--- src/rtl/dbus_arbiter.sv ---
// dbus_arbiter: LSU/PTW data-bus arbiter that registers the winning request, holds it
// on the bus until mem_ack_i, routes the response back, and swallows flushed LSU acks.
module dbus_arbiter #(
  parameter int ADDR_W = 32,
  parameter int DATA_W = 32
) (
  input  logic                clk,
  input  logic                rst_n,
  input  logic                lsu_req_i,
  input  logic                lsu_st_i,
  input  logic [ADDR_W-1:0]   lsu_addr_i,
  input  logic [DATA_W-1:0]   lsu_wdata_i,
  input  logic [DATA_W/8-1:0] lsu_be_i,
  input  logic                lsu_flush_i,
  output logic                lsu_ack_o,
  output logic [DATA_W-1:0]   lsu_rdata_o,
  input  logic                ptw_req_i,
  input  logic                ptw_st_i,
  input  logic [ADDR_W-1:0]   ptw_addr_i,
  input  logic [DATA_W-1:0]   ptw_wdata_i,
  input  logic [DATA_W/8-1:0] ptw_be_i,
  output logic                ptw_ack_o,
  output logic [DATA_W-1:0]   ptw_rdata_o,
  output logic                mem_req_o,
  output logic                mem_st_o,
  output logic [ADDR_W-1:0]   mem_addr_o,
  output logic [DATA_W-1:0]   mem_wdata_o,
  output logic [DATA_W/8-1:0] mem_be_o,
  input  logic                mem_ack_i,
  input  logic [DATA_W-1:0]   mem_rdata_i,
  output logic                arb_busy_o
);
  typedef enum logic [1:0] {IDLE, BUSY_LSU, BUSY_PTW} state_t;
  state_t              r_state, w_next;
  logic                r_last_ptw, r_drop, r_st;
  logic [ADDR_W-1:0]   r_addr;
  logic [DATA_W-1:0]   r_wdata;
  logic [DATA_W/8-1:0] r_be;
  logic                w_lsu_v, w_grant, w_pick_ptw;
  always_comb begin
    w_lsu_v    = lsu_req_i & ~lsu_flush_i;
    w_grant    = (r_state == IDLE) & (w_lsu_v | ptw_req_i);
    // PTW wins when alone, or on a tie when LSU had the previous grant
    w_pick_ptw = ptw_req_i & (~w_lsu_v | ~r_last_ptw);
    w_next     = r_state;
    if (r_state == IDLE)
      w_next = w_grant ? (w_pick_ptw ? BUSY_PTW : BUSY_LSU) : IDLE;
    else if (mem_ack_i)
      w_next = IDLE;
  end
  always_ff @(posedge clk or negedge rst_n)
    if (!rst_n) r_state <= IDLE;
    else        r_state <= w_next;
  always_ff @(posedge clk or negedge rst_n) begin
    if (!rst_n) begin
      r_last_ptw <= 1'b0;
      r_drop     <= 1'b0;
      r_st       <= 1'b0;
      r_addr     <= '0;
      r_wdata    <= '0;
      r_be       <= '0;
    end else begin
      r_drop <= (w_next == IDLE) ? 1'b0
              : r_drop | (lsu_flush_i & (r_state == BUSY_LSU | w_next == BUSY_LSU));
      if (w_grant) begin
        r_last_ptw <= w_pick_ptw;
        r_st       <= w_pick_ptw ? ptw_st_i    : lsu_st_i;
        r_addr     <= w_pick_ptw ? ptw_addr_i  : lsu_addr_i;
        r_wdata    <= w_pick_ptw ? ptw_wdata_i : lsu_wdata_i;
        r_be       <= w_pick_ptw ? ptw_be_i    : lsu_be_i;
      end
    end
  end
  assign arb_busy_o  = (r_state != IDLE);
  assign mem_req_o   = arb_busy_o;
  assign mem_st_o    = r_st;
  assign mem_addr_o  = r_addr;
  assign mem_wdata_o = r_wdata;
  assign mem_be_o    = r_be;
  // a flush in the ack cycle itself must also suppress the ack
  assign lsu_ack_o   = mem_ack_i & (r_state == BUSY_LSU) & ~r_drop & ~lsu_flush_i;
  assign ptw_ack_o   = mem_ack_i & (r_state == BUSY_PTW);
  assign lsu_rdata_o = lsu_ack_o ? mem_rdata_i : '0;
  assign ptw_rdata_o = ptw_ack_o ? mem_rdata_i : '0;
endmodule

--- config.mk ---
export PLATFORM = sky130hd
export DESIGN_NAME = dbus_arbiter
export DESIGN_NICKNAME = d
export VERILOG_FILES = /design/src/rtl/dbus_arbiter.sv
export SDC_FILE = /design/constraint.sdc
export NUM_CORES = 1
export LEC_CHECK = 0
export ABC_AREA = 1
export CELL_PAD_IN_SITES_DETAIL_PLACEMENT = 0
export CELL_PAD_IN_SITES_GLOBAL_PLACEMENT = 2
export CORE_MARGIN = 1.5
export CORE_UTILIZATION = 16
export DETAILED_ROUTE_END_ITERATION = 12
export PLACE_DENSITY_LB_ADDON = 0.15
export SYNTH_ARGS = -nofsm -noshare
export SYNTH_HDL_FRONTEND = slang
export SYNTH_SLANG_ARGS = --single-unit
--- constraint.sdc ---
create_clock -name clk -period 3.8 [get_ports clk]
set_clock_uncertainty 0.1 [all_clocks]
set_input_delay 0.57 -clock clk [delete_from_list [all_inputs] [get_ports clk]]
set_output_delay 0.57 -clock clk [all_outputs]
set_load 0.02 [all_outputs]
==> flow_summary_export.csv <==
group,metric,value,unit
yosys,ys_seq_elements,73,
clock_tree,worstSkewPairLatency,0.33,ns
power_and_ir_drop,p_per_area,620,mW/mm2
placed_design,gp_congestion,0.924,
route,routed_wl,16000,um
global_routing,grt_first_pass_wirelength,24100,um
sta,period_needed,3.26,ns
placed_design,hpwlAfterDp,12100,um
global_routing,grt_max_degree,71,
worst_setup_path,cp-start-kind,"primary input",
yosys,synth_edf_count,0,
finish,finalNonFillerCells,1093,
die,dieArea,0.0236,mm2
clock_tree,clockRootBuffer,"clkbuf_16",
yosys,syn_avg_cell_area,7.19,um2
worst_setup_path,r2r_slack,1.78,ns
global_routing,grt.total_usage,13.4,%
die,floorplan.initialDensity,16.5,%
die,fp.dieW,154,um
sta,worst_slew_pin_slew,0.917,ns
sta,maxSlewViolCount,0,
placed_design,port_buffers,312,
route,viasPerCell,3.94,
worst_setup_path,worstReg2RegEnd,"mem_addr_o[29]",
worst_setup_path,worstPathArrival,2.59,ns
route,drc_errors,0,
global_routing,grt_overflow,0,
finish,finalNetCount,982,
clock_tree,htreeDepth,3,
flow_run,cap_viol_max_count,0,
die,num_io_pins,313,
worst_setup_path,reg2reg_depth,6,
sta,setup_viol,0,
route,ant_nets,0,
clock_tree,clock_path_buffers,2,
global_routing,antenna_found_initial,2,
die,row_count,54,
route,drt_iter0_drc,147,
yosys,yosys_warnings,0,
clock_tree,clk_pin_slew_worst_paths,0.07,ns
yosys,synth_cell_types,15,
sta,finalSetupTns,0,ns
finish,n_fill_cell,2307,
yosys,synthArstFlopShare,100,%
clock_tree,numCtsBuffers,9,
finish,final_layout_size_suffix_gt1_share,3.82,%
route,vias,4308,
sta,rsz0062_at_grt,"false",
worst_setup_path,cp-endpoint,"ptw_rdata_o[30]",
clock_tree,cts_tree,"yes",
yosys,postSynthCellCount,505,
yosys,seq_area_frac_synth,50.3,%
sta,finalCritPeriodShare,85.7,%
route,wl_per_cell,14.6,um
sta,maxSlewHeadroom,38.8,%
worst_setup_path,critPathCaptureType,"output pin",
die,die_h,154,um
worst_hold_path,min_path_type,"in2async",
power_and_ir_drop,leakage,3.25,nW
worst_setup_path,path_class,"in2out",
yosys,synth_ff_type,"dfrtp_1",
clock_tree,cts_setup_buffers,0,
finish,area_growth,101,%
worst_setup_path,critPathMaxFanout,32,
worst_setup_path,worstSetupStartpoint,"mem_ack_i",
clock_tree,hold_buffers,0,
die,core_area,0.0220,mm2
power_and_ir_drop,ir_drop,273,uV
finish,fin_util,33.1,%
run_status,status,"completed",
worst_setup_path,reg2reg_from,"r_state[0]",
yosys,syn_nets,681,
yosys,synth_area,0.00363,mm2
worst_setup_path,worstPathRequired,3.13,ns
placed_design,dp_cells,1075,
route,dr.pass1.iters,4,
sta,max_freq,0.307,GHz
clock_tree,cts.repair.resized,0,
sta,hold_violations,0,
clock_tree,cts.sinks,73,
global_routing,first_global_vias,4324,
-- cells by family after synthesis --
kind of cell	after synthesis	synth area share, %
AO/OA/AOI/OAI	2	0.586
buffers and inverters	72	9.06
flip-flops	73	50.3
AND/OR/NAND/NOR	358	40.0
-- report_power, final --
part           internal [W]  total (W)  switching, W
Clock              0.000461   0.000824      0.000362
Sequential          0.00114    0.00135      0.000206
Combinational       0.00110    0.00235       0.00125
-- metal layers --
layer  vias up  wire, um  track usage, %
li1       2139         -               -
met1      1928      5880            13.8
met2       215      7840            23.5
met3        26      1700            5.36
met4         0       556            7.03
met5         -         0               0
-- stage by stage --
stage | area (um2) | hold slack (ns) | setup slack (ns) | total power, W
finish | 7290 | 0.170 | 0.543 | 0.00452
global route | 7290 | 0.236 | 0.283 | 0.00483
CTS | 7280 | 0.219 | 0.491 | 0.00462
detailed placement | 7000 | 0.382 | 0.498 | 0.00376
global placement | 7000 | 0.379 | 0.579 | 0.00375
floorplan | 3630 | 0.174 | 1.49 | 0.00249
-- final cells by class --
cell class | count | area (um2) | area share, %
Antenna cell | 2 | 5.00 | 0.0687
Timing Repair Buffer | 318 | 3180 | 43.6
Multi-Input combinational cell | 360 | 1480 | 20.3
Sequential cell | 73 | 1830 | 25.1
Clock inverter | 6 | 42.5 | 0.584
Clock buffer | 10 | 239 | 3.28
Inverter | 44 | 165 | 2.27
Tap cell | 280 | 350 | 4.81
-- registers in the layout, summed over array words and instances, names as in the netlist --
signal       flops
r_drop           1
mem_wdata_o     32
mem_st_o         1
mem_addr_o      32
mem_be_o         4
r_state          2
r_last_ptw       1
-- worst min-delay path by stage --
stage	startpoint	to	slack, ns	depth (start not counted)
2_1_floorplan	rst_n	mem_addr_o[0]	0.17	0
3_3_place_gp	mem_addr_o[1]	mem_addr_o[1]	0.38	2
3_5_place_dp	mem_addr_o[19]	mem_addr_o[19]	0.38	2
4_1_cts	rst_n	mem_addr_o[1]	0.22	1
5_1_grt	rst_n	mem_addr_o[1]	0.24	1
6_report	rst_n	mem_addr_o[1]	0.17	1
-- critical path, cell delays in order --
cell and delay [ns]:
clkdlybuf4s50_1 0.48, inv_1 0.08, nor3_2 0.18, inv_1 0.41
nor2_1 0.24, clkdlybuf4s50_1 0.63
-- cell usage in the layout, fill, tap and decap left out --
| master | count |
|---|---|
| o21ai_4 | 1 |
| clkinvlp_4 | 2 |
| inv_1 | 41 |
| inv_6 | 1 |
| dfrtp_1 | 73 |
| clkdlybuf4s50_1 | 311 |
| nor2_1 | 68 |
| clkinv_4 | 1 |
| diode_2 | 2 |
| nand3_1 | 72 |
| clkbuf_8 | 1 |
| nor3_2 | 1 |
| inv_2 | 3 |
| o211ai_2 | 1 |
| buf_12 | 1 |
| clkinv_2 | 2 |
| clkbuf_16 | 9 |
| nor2_4 | 1 |
| buf_4 | 6 |
| nand2_1 | 215 |
| nand3_2 | 1 |
-- synth_stat cells, types with 3 or more instances --
library cell | instances | area [um2]
inv_1 | 41 | 154
inv_2 | 3 | 11.3
dfrtp_1 | 73 | 1830
buf_6 | 4 | 45.0
nor2_1 | 68 | 255
buf_2 | 20 | 100
nand3_1 | 72 | 360
nand2_1 | 215 | 807
clkbuf_1 | 3 | 11.3
Power figures use the tool's default switching activity.
